==> config.mk <==
export PLATFORM = sky130hd
export DESIGN_NAME = load_store_unit
export DESIGN_NICKNAME = d
export VERILOG_FILES = /design/src/rtl/load_store_unit.sv
export SDC_FILE = /design/constraint.sdc
export NUM_CORES = 1
export LEC_CHECK = 0
export BUFFER_PORTS_ARGS = -buffer_cell sky130_fd_sc_hd__buf_2
export CAP_MARGIN = 20
export CORE_UTILIZATION = 45
export DETAILED_ROUTE_END_ITERATION = 10
export PLACE_DENSITY = 0.71
export SETUP_SLACK_MARGIN = 0.02
export SYNTH_ARGS = -nofsm -noshare
export SYNTH_HDL_FRONTEND = slang
export SYNTH_SLANG_ARGS = --single-unit
==> constraint.sdc <==
create_clock -name clk -period 2.8 [get_ports clk]
set_input_delay 0.84 -clock clk [delete_from_list [all_inputs] [get_ports clk]]
set_output_delay 0.84 -clock clk [all_outputs]
set_load 0.01 [all_outputs]
==> src/rtl/load_store_unit.sv <==
// load_store_unit: sequences RV32I loads/stores onto a single-port word memory.
// Byte/halfword stores are done as read-modify-write (READ then WRITE).
// Optional feature macro: LSU_MISALIGN_TRAP_EN (flag misaligned halfword/word accesses).
module load_store_unit #(
    parameter int unsigned MEM_WORDS = 100
) (
    input  logic        clk,
    input  logic        rst_n,
    input  logic        req_valid,
    output logic        req_ready,
    input  logic        req_we,
    input  logic [2:0]  req_funct3,
    input  logic [31:0] req_addr,
    input  logic [31:0] req_wdata,
    output logic        rsp_valid,
    output logic [31:0] rsp_rdata,
    output logic        rsp_err,
    output logic [31:0] AddrB,
    output logic [31:0] DataWrite,
    output logic        MemRW,
    input  logic [31:0] DataB
);
    localparam int unsigned DW = 32;
    localparam logic [2:0] F3_B  = 3'b000;
    localparam logic [2:0] F3_H  = 3'b001;
    localparam logic [2:0] F3_W  = 3'b010;
    localparam logic [2:0] F3_BU = 3'b100;
    localparam logic [2:0] F3_HU = 3'b101;

    typedef enum logic [2:0] {
        IDLE  = 3'd0,
        LOAD  = 3'd1,
        READ  = 3'd2,
        WRITE = 3'd3,
        RESP  = 3'd4
    } state_t;

    state_t          state, state_next;
    logic            we_q;
    logic [2:0]      funct3_q;
    logic [1:0]      addr_lo_q;
    logic [DW-1:0]   wdata_q;
    logic [DW-1:0]   addr_b_next, data_write_next, rsp_rdata_next, load_result_c;
    logic            rsp_err_next, accept_c;
    logic            funct3_ok_c, range_err_c, misalign_c, req_err_c;

    // Select and extend the addressed byte/halfword of a memory word.
    function automatic logic [31:0] load_extend(input logic [2:0] f3, input logic [1:0] off,
                                                input logic [31:0] word);
        logic [7:0]  b;
        logic [15:0] h;
        logic [31:0] r;
        b = 8'(word >> {off, 3'b000});
        h = 16'(word >> {off[1], 4'b0000});
        case (f3)
            F3_B:    r = {{24{b[7]}}, b};
            F3_H:    r = {{16{h[15]}}, h};
            F3_W:    r = word;
            F3_BU:   r = {24'h0, b};
            F3_HU:   r = {16'h0, h};
            default: r = 32'h0;
        endcase
        return r;
    endfunction

    // Replace the addressed byte/halfword of the old word with store data.
    function automatic logic [31:0] store_merge(input logic [2:0] f3, input logic [1:0] off,
                                                input logic [31:0] old, input logic [31:0] wdata);
        logic [4:0]  sh;
        logic [31:0] mask, r;
        sh   = 5'd0;
        mask = 32'h0;
        r    = wdata;
        case (f3)
            F3_B: begin
                sh   = {off, 3'b000};
                mask = 32'h0000_00FF << sh;
                r    = (old & ~mask) | ((wdata & 32'h0000_00FF) << sh);
            end
            F3_H: begin
                sh   = {off[1], 4'b0000};
                mask = 32'h0000_FFFF << sh;
                r    = (old & ~mask) | ((wdata & 32'h0000_FFFF) << sh);
            end
            default: r = wdata;
        endcase
        return r;
    endfunction

    // Request legality: width code, word range and (optionally) alignment.
    assign funct3_ok_c = req_we ? (req_funct3 inside {F3_B, F3_H, F3_W})
                                : (req_funct3 inside {F3_B, F3_H, F3_W, F3_BU, F3_HU});
    assign range_err_c = {2'b00, req_addr[31:2]} >= MEM_WORDS;
`ifdef LSU_MISALIGN_TRAP_EN
    assign misalign_c  = ((req_funct3[1:0] == 2'b01) && req_addr[0]) ||
                         ((req_funct3[1:0] == 2'b10) && (req_addr[1:0] != 2'b00));
`else
    assign misalign_c  = 1'b0;
`endif
    assign req_err_c   = !funct3_ok_c || range_err_c || misalign_c;

    // Load result for the latched request; stores respond with zero data.
    assign load_result_c = we_q ? 32'h0 : load_extend(funct3_q, addr_lo_q, DataB);

    // Next state and next values of the registered outputs.
    always_comb begin
        state_next      = state;
        addr_b_next     = AddrB;
        data_write_next = DataWrite;
        rsp_rdata_next  = rsp_rdata;
        rsp_err_next    = rsp_err;
        accept_c        = 1'b0;
        case (state)
            IDLE: begin
                if (req_valid) begin
                    accept_c = 1'b1;
                    if (req_err_c) begin
                        state_next     = RESP;
                        rsp_err_next   = 1'b1;
                        rsp_rdata_next = 32'h0;
                    end else begin
                        rsp_err_next = 1'b0;
                        addr_b_next  = {2'b00, req_addr[31:2]};
                        if (!req_we) begin
                            state_next = LOAD;
                        end else if (req_funct3 == F3_W) begin
                            state_next      = WRITE;
                            data_write_next = req_wdata;
                        end else begin
                            state_next = READ;
                        end
                    end
                end
            end
            LOAD: begin
                rsp_rdata_next = load_result_c;
                state_next     = RESP;
            end
            READ: begin
                data_write_next = store_merge(funct3_q, addr_lo_q, DataB, wdata_q);
                state_next      = WRITE;
            end
            WRITE: begin
                rsp_rdata_next = load_result_c;
                state_next     = RESP;
            end
            RESP: begin
                rsp_err_next = 1'b0;
                state_next   = IDLE;
            end
            default: state_next = IDLE;
        endcase
    end

    // State, registered outputs and latched request fields.
    always_ff @(posedge clk or negedge rst_n) begin
        if (!rst_n) begin
            state     <= IDLE;
            req_ready <= 1'b1;
            rsp_valid <= 1'b0;
            rsp_err   <= 1'b0;
            rsp_rdata <= 32'h0;
            MemRW     <= 1'b0;
            AddrB     <= 32'h0;
            DataWrite <= 32'h0;
            we_q      <= 1'b0;
            funct3_q  <= 3'b000;
            addr_lo_q <= 2'b00;
            wdata_q   <= 32'h0;
        end else begin
            state     <= state_next;
            req_ready <= (state_next == IDLE);
            rsp_valid <= (state_next == RESP);
            MemRW     <= (state_next == WRITE);
            rsp_err   <= rsp_err_next;
            rsp_rdata <= rsp_rdata_next;
            AddrB     <= addr_b_next;
            DataWrite <= data_write_next;
            if (accept_c) begin
                we_q      <= req_we;
                funct3_q  <= req_funct3;
                addr_lo_q <= req_addr[1:0];
                wdata_q   <= req_wdata;
            end
        end
    end
endmodule

# Word level (Yosys, flattened, before mapping)
# Index checks and enable logic that the tools add are counted.
[word_totals]
register_bits = 139
in_bits = 103
output_inout_bits = 100
elab_cells = 83
[classes]
magnitude_cmp = 1
eq_ne = 19
shift = 6
muxes = 22
bitwise_logic = 7
reduce_logical = 16
[op_table]
columns = ["op", "count"]
rows = [
  ["$mux 32", 7],
  ["$pmux 32 s2", 3],
  ["$pmux 32 s5", 1],
  ["$and 32x32->32", 2],
  ["$not 32->32", 2],
  ["$or 32x32->32", 2],
  ["$shl 16x5->32", 1],
  ["$shl 16x5->32 const A", 1],
  ["$shl 8x5->32", 1],
  ["$shl 8x5->32 const A", 1],
  ["$shr 32x5->16", 1],
  ["$shr 32x5->8", 1],
  ["$ge 30x7->1 const B", 1],
  ["$eq 3x3->1 const B", 6],
  ["$eq 3x2->1 const B", 5],
  ["$logic_not 3->1", 4],
  ["$ne 2x2->1 const B", 5],
  ["$eq 3x1->1 const B", 3],
  ["$pmux 3 s3", 1],
  ["$mux 1", 6],
  ["$mux 3", 2],
  ["$reduce_and 3->1", 2],
  ["$reduce_bool 2->1", 3],
  ["$reduce_and 5->1", 1],
  ["9 further kinds", 9],
]

# Logic depth before layout (Yosys ltp)
[depth]
depth_word = 9
ltp_mapped = 9
mapped_depth_nobuf = 5

# Worst setup path after synthesis
# OpenSTA, ideal clock, no wires.
[synth_path]
path_kind = "input port to flip-flop"
start = "in req_addr[16]"
end = "reg DataWrite[10]"
setup_time_ns = 0.125
arrival_ns = 2.385
t_required_ns = 2.675
slack_ns = 0.290
path_stages = 6
path_cell_list = "nor4_1 nand4_1 nor4_4 a31oi_1 buf_2 mux2_2"
[synth_via]
elab_chain_cells = 4
[synth_rtl]
columns = ["item", "line", "text"]
rows = [
  ["start, declared", "13", "input logic [31:0] req_addr,"],
  ["$ge 30x7->1", "93", "assign range_err_c = {2'b00, req_addr[31:2]} >= MEM_WORDS;"],
  ["$logic_or 1x1->1", "100", "assign req_err_c = !funct3_ok_c || range_err_c || misalign_c;"],
  ["$ne 2x2->1 (no source line)", "-", ""],
  ["$reduce_and 5->1 (no source line)", "-", ""],
  ["end signal, assigned", "178", "DataWrite <= data_write_next;"],
  ["end, declared", "19", "output logic [31:0] DataWrite,"],
]
# Every way passes these cells.
# A chain may end at the register's enable or synchronous reset.

# Worst setup path in the final report
[layout_path]
start = "reg addr_lo_q[1]"
end = "reg DataWrite[22]"
[layout_via]
elab_chain_cells = 6
word_cells_on_any_way = 12
cone_classes = "shift (4); mux (2); bitwise (6)"
[layout_rtl]
columns = ["item", "line", "text"]
rows = [
  ["start, declared", "41", "logic [1:0] addr_lo_q;"],
  ["start signal, assigned", "182", "addr_lo_q <= req_addr[1:0];"],
  ["$shl 16x5->32 or $shl 8x5->32 (tied branches)", "82, 77", ""],
  ["$not 32->32, on equally long branches", "83, 78", ""],
  ["$and 32x32->32, on equally long branches", "83, 78", ""],
  ["$or 32x32->32, on equally long branches", "83, 78", ""],
  ["$pmux 32 s2 *", "74", "case (f3)"],
  ["$pmux 32 s2 *", "113", "case (state)"],
]
# Every way passes the cells marked *; elsewhere a longest branch is shown, timed or not.

==> results.toml <==
[die]
die_h_microns = 126
boundaryPins = 203
rows = 45
core_sq_um = 15100
dieWidth_microns = 126
start_util_pct = 45.9
die-area_sq_um = 15900

[worst_setup_path]
crit_chain = "buf_4 -> nand2_1 -> a211oi_1 -> o21ai_0 -> mux2_2"
r2r-end = "DataWrite[22]"
reg2reg_depth = 5
critPathSlowestCell = "dfrtp_2"
worstPathArrival_ns = 2.70
worstSetupEndpointType = "flop"
critPathLaunch = "addr_lo_q[1]"
r2r_setup_slack_ns = 0.40
cp-start-kind = "flop"
crit_fanout = 40
crit_type = "flop to flop"
cp.required_ns = 3.10
timing.rr.start = "addr_lo_q[1]"
cp_slowest_stage_delay_ns = 0.67
crit_path_end = "DataWrite[22]"

[clock_network]
clock_latency_ns = 0.41
cts_tree = "done"
h-tree-depth = 4
cts_setup_buffers = 0
cts_root_buf = "clkbuf_16"
cts.sinks = 139
cts_resized = 0
path_clk_slew_ns = 0.06
hold_buffers = 0
numCtsBuffers = 17
cts_buffer_depth = 2

[power_and_ir_drop]
power_density_nw_per_um2 = 617
seq_power_share_pct = 40.6
leakagePower_nw = 4.49
clkPwrFrac_pct = 44.4
comb_power_share_pct = 15.0
p_int_mw = 4.01
finalPower_mw = 5.45
sw_frac_of_total_pct = 26.4
power_switching_mw = 1.44
ir_drop_mv = 0.370

[worst_hold_path]
hold_path.class = "input port to asynchronous set/reset pin"

[timing]
rsz0062_at_grt = "no"
slew_viol_final = 0
finalSetupViolations = 0
finalHoldViolCount = 0
fin_crit_ns = 2.40
final.setup.worst_slack_ns = 0.400
worst_pin_slew_ns = 0.871
skew_ns = 0.00631
fin_setup_tns_ns = 0
fin_crit_sh_pct = 85.7
max_freq_mhz = 417
slew_headroom_pct = 41.7

[global_routing]
globalRouteOverflowTotal = 0
antenna_found_initial = 0
grt_use_total_pct = 26.3
grt_max_degree = 65
grt_pass1_wl_mm = 32.0
grt_pass1_vias = 5763

[routing]
wl_met3_mm = 1.48
route.detailed.drc = 0
wl_met2_mm = 9.48
ant_nets = 0
top_layer = "met4"
wl_mm = 20.3
vias = 5948
avgViaCountPerCell = 5.83
firstDrtPassIters = 5
wl_met1_mm = 8.62
drt_iter0_markers = 469
routedWlPerCell_microns = 19.9

[logic_synthesis]
synth-async-reset-ratio_pct = 100
synth_edf_count = 0
syn_inst = 633
synth_top_family_by_area = "multiplexers"
synth_area_leaders = "dfrtp_1 50%, mux2_2 17%, o2bb2ai_1 3.8%"
yosysTopAreaCellShare_pct = 49.7
synth_area_leader_cell = "dfrtp_1"
synthAdderAreaFrac_pct = 0
ys.warnings.count = 0
synthXorXnorAreaFrac_pct = 0
synth_area_per_cell_sq_um = 11.0
synth-compound-area-share_pct = 16.7
syn_area_sq_um = 6950
ys_top_cells_by_count = "138 x dfrtp_1, 106 x mux2_2, 45 x clkbuf_1"
yosys.area_share.simple_pct = 12.2
yosysMostFrequentCell = "dfrtp_1"
ys_seq_elements = 139
synth_cell_type_count = 45
ys.flop_type = "dfrtp_1"
ys_seq_area_share_pct = 50.1
synth_mux_area_share_pct = 17.5

[placement]
port_buffers = 200
gp_congestion = 0.870
dp_hpwl_mm = 14.6
pre_cts_slack_ns = 0.141
placed_cells = 988

[finish]
syn_to_final_growth_pct = 27.1
nets = 922
layout-drive-gt1-share_pct = 44.4
utilization_pct = 58.3
instances_no_fill = 1021

[job]
maxCapViolCount = 0

[outcome]
outcome = "finished clean"
==> metrics by stage <==
step | hold slack [ns] | area [sq um]
2_1_floorplan | 0.475 | 6950
5_1_grt | 0.438 | 8830
4_1_cts | 0.418 | 8830
6_report | 0.401 | 8830
3_3_place_gp | 0.459 | 8190
3_5_place_dp | 0.469 | 8190
==> flip-flops by register name (all words and copies together), names as in the netlist <==
register,flops
AddrB,30
we_q,1
rsp_err,1
funct3_q,3
DataWrite,32
MemRW,1
addr_lo_q,2
state,3
rsp_valid,1
wdata_q,32
req_ready,1
rsp_rdata,32
==> how the worst min path moves through the flow <==
stage	startpoint	to	slack [ns]	cells past startpoint
floorplan	wdata_q[16]	wdata_q[16]	0.48	1
global placement	rsp_rdata[6]	rsp_rdata[6]	0.46	1
detailed placement	rsp_rdata[16]	rsp_rdata[16]	0.47	1
CTS	rst_n	rsp_rdata[22]	0.42	1
global route	rst_n	rsp_rdata[6]	0.44	1
finish	rst_n	rsp_rdata[18]	0.40	1
==> power by group through the flow <==
stage | clock network, mW | logic (mW) | registers, mW
4_1_cts | 2.46 | 0.814 | 2.21
6_report | 2.42 | 0.817 | 2.21
2_1_floorplan | 0 | 0.548 | 2.18
5_1_grt | 2.56 | 0.891 | 2.22
3_3_place_gp | 0 | 0.791 | 2.23
3_5_place_dp | 0 | 0.811 | 2.24
==> layout make-up <==
type                       instances  area, sq um
fill                            1268         6310
timing repair buffer             219         1190
clock inverter                    13          189
multi-input combinational        435         3260
sequential                       139         3480
inverter                           7         26.3
clock buffer                      19          453
tap                              188          235
antenna                            1         2.50
==> cells in the final DEF, fill, tap and decap left out, types with 10 or more instances in the layout <==
| master | n |
|---|---|
| mux2_2 | 106 |
| nor2_1 | 32 |
| nand2_1 | 38 |
| and3_1 | 22 |
| o21ai_0 | 44 |
| dfrtp_1 | 137 |
| nor2b_1 | 40 |
| o2bb2ai_1 | 30 |
| a222oi_1 | 10 |
| buf_2 | 199 |
| buf_4 | 16 |
| a21oi_1 | 27 |
| clkbuf_16 | 17 |
| a221oi_1 | 15 |
==> kinds of logic after synthesis <==
| logic type | Yosys count |
|---|---|
| flip-flops | 139 |
| multiplexers | 107 |
| AND/OR/NAND/NOR | 158 |
| other | 1 |
| buffers and inverters | 60 |
| AO/OA/AOI/OAI | 168 |
==> layer usage <==
metal	global-route usage, %	vias to the layer above
met3	6.33	43
met2	40.9	298
li1	-	2711
met1	34.7	2896
met5	0	-
met4	12.2	0
==> critical path: cells and delay by family, from the launching register on <==
kind | cells | cell delay (ns)
AO/OA/AOI/OAI | 2 | 0.63
multiplexers | 1 | 0.28
buffers and inverters | 1 | 0.44
AND/OR/NAND/NOR | 1 | 0.26
flip-flops | 1 | 0.67
(Power assumes the default switching activity.)
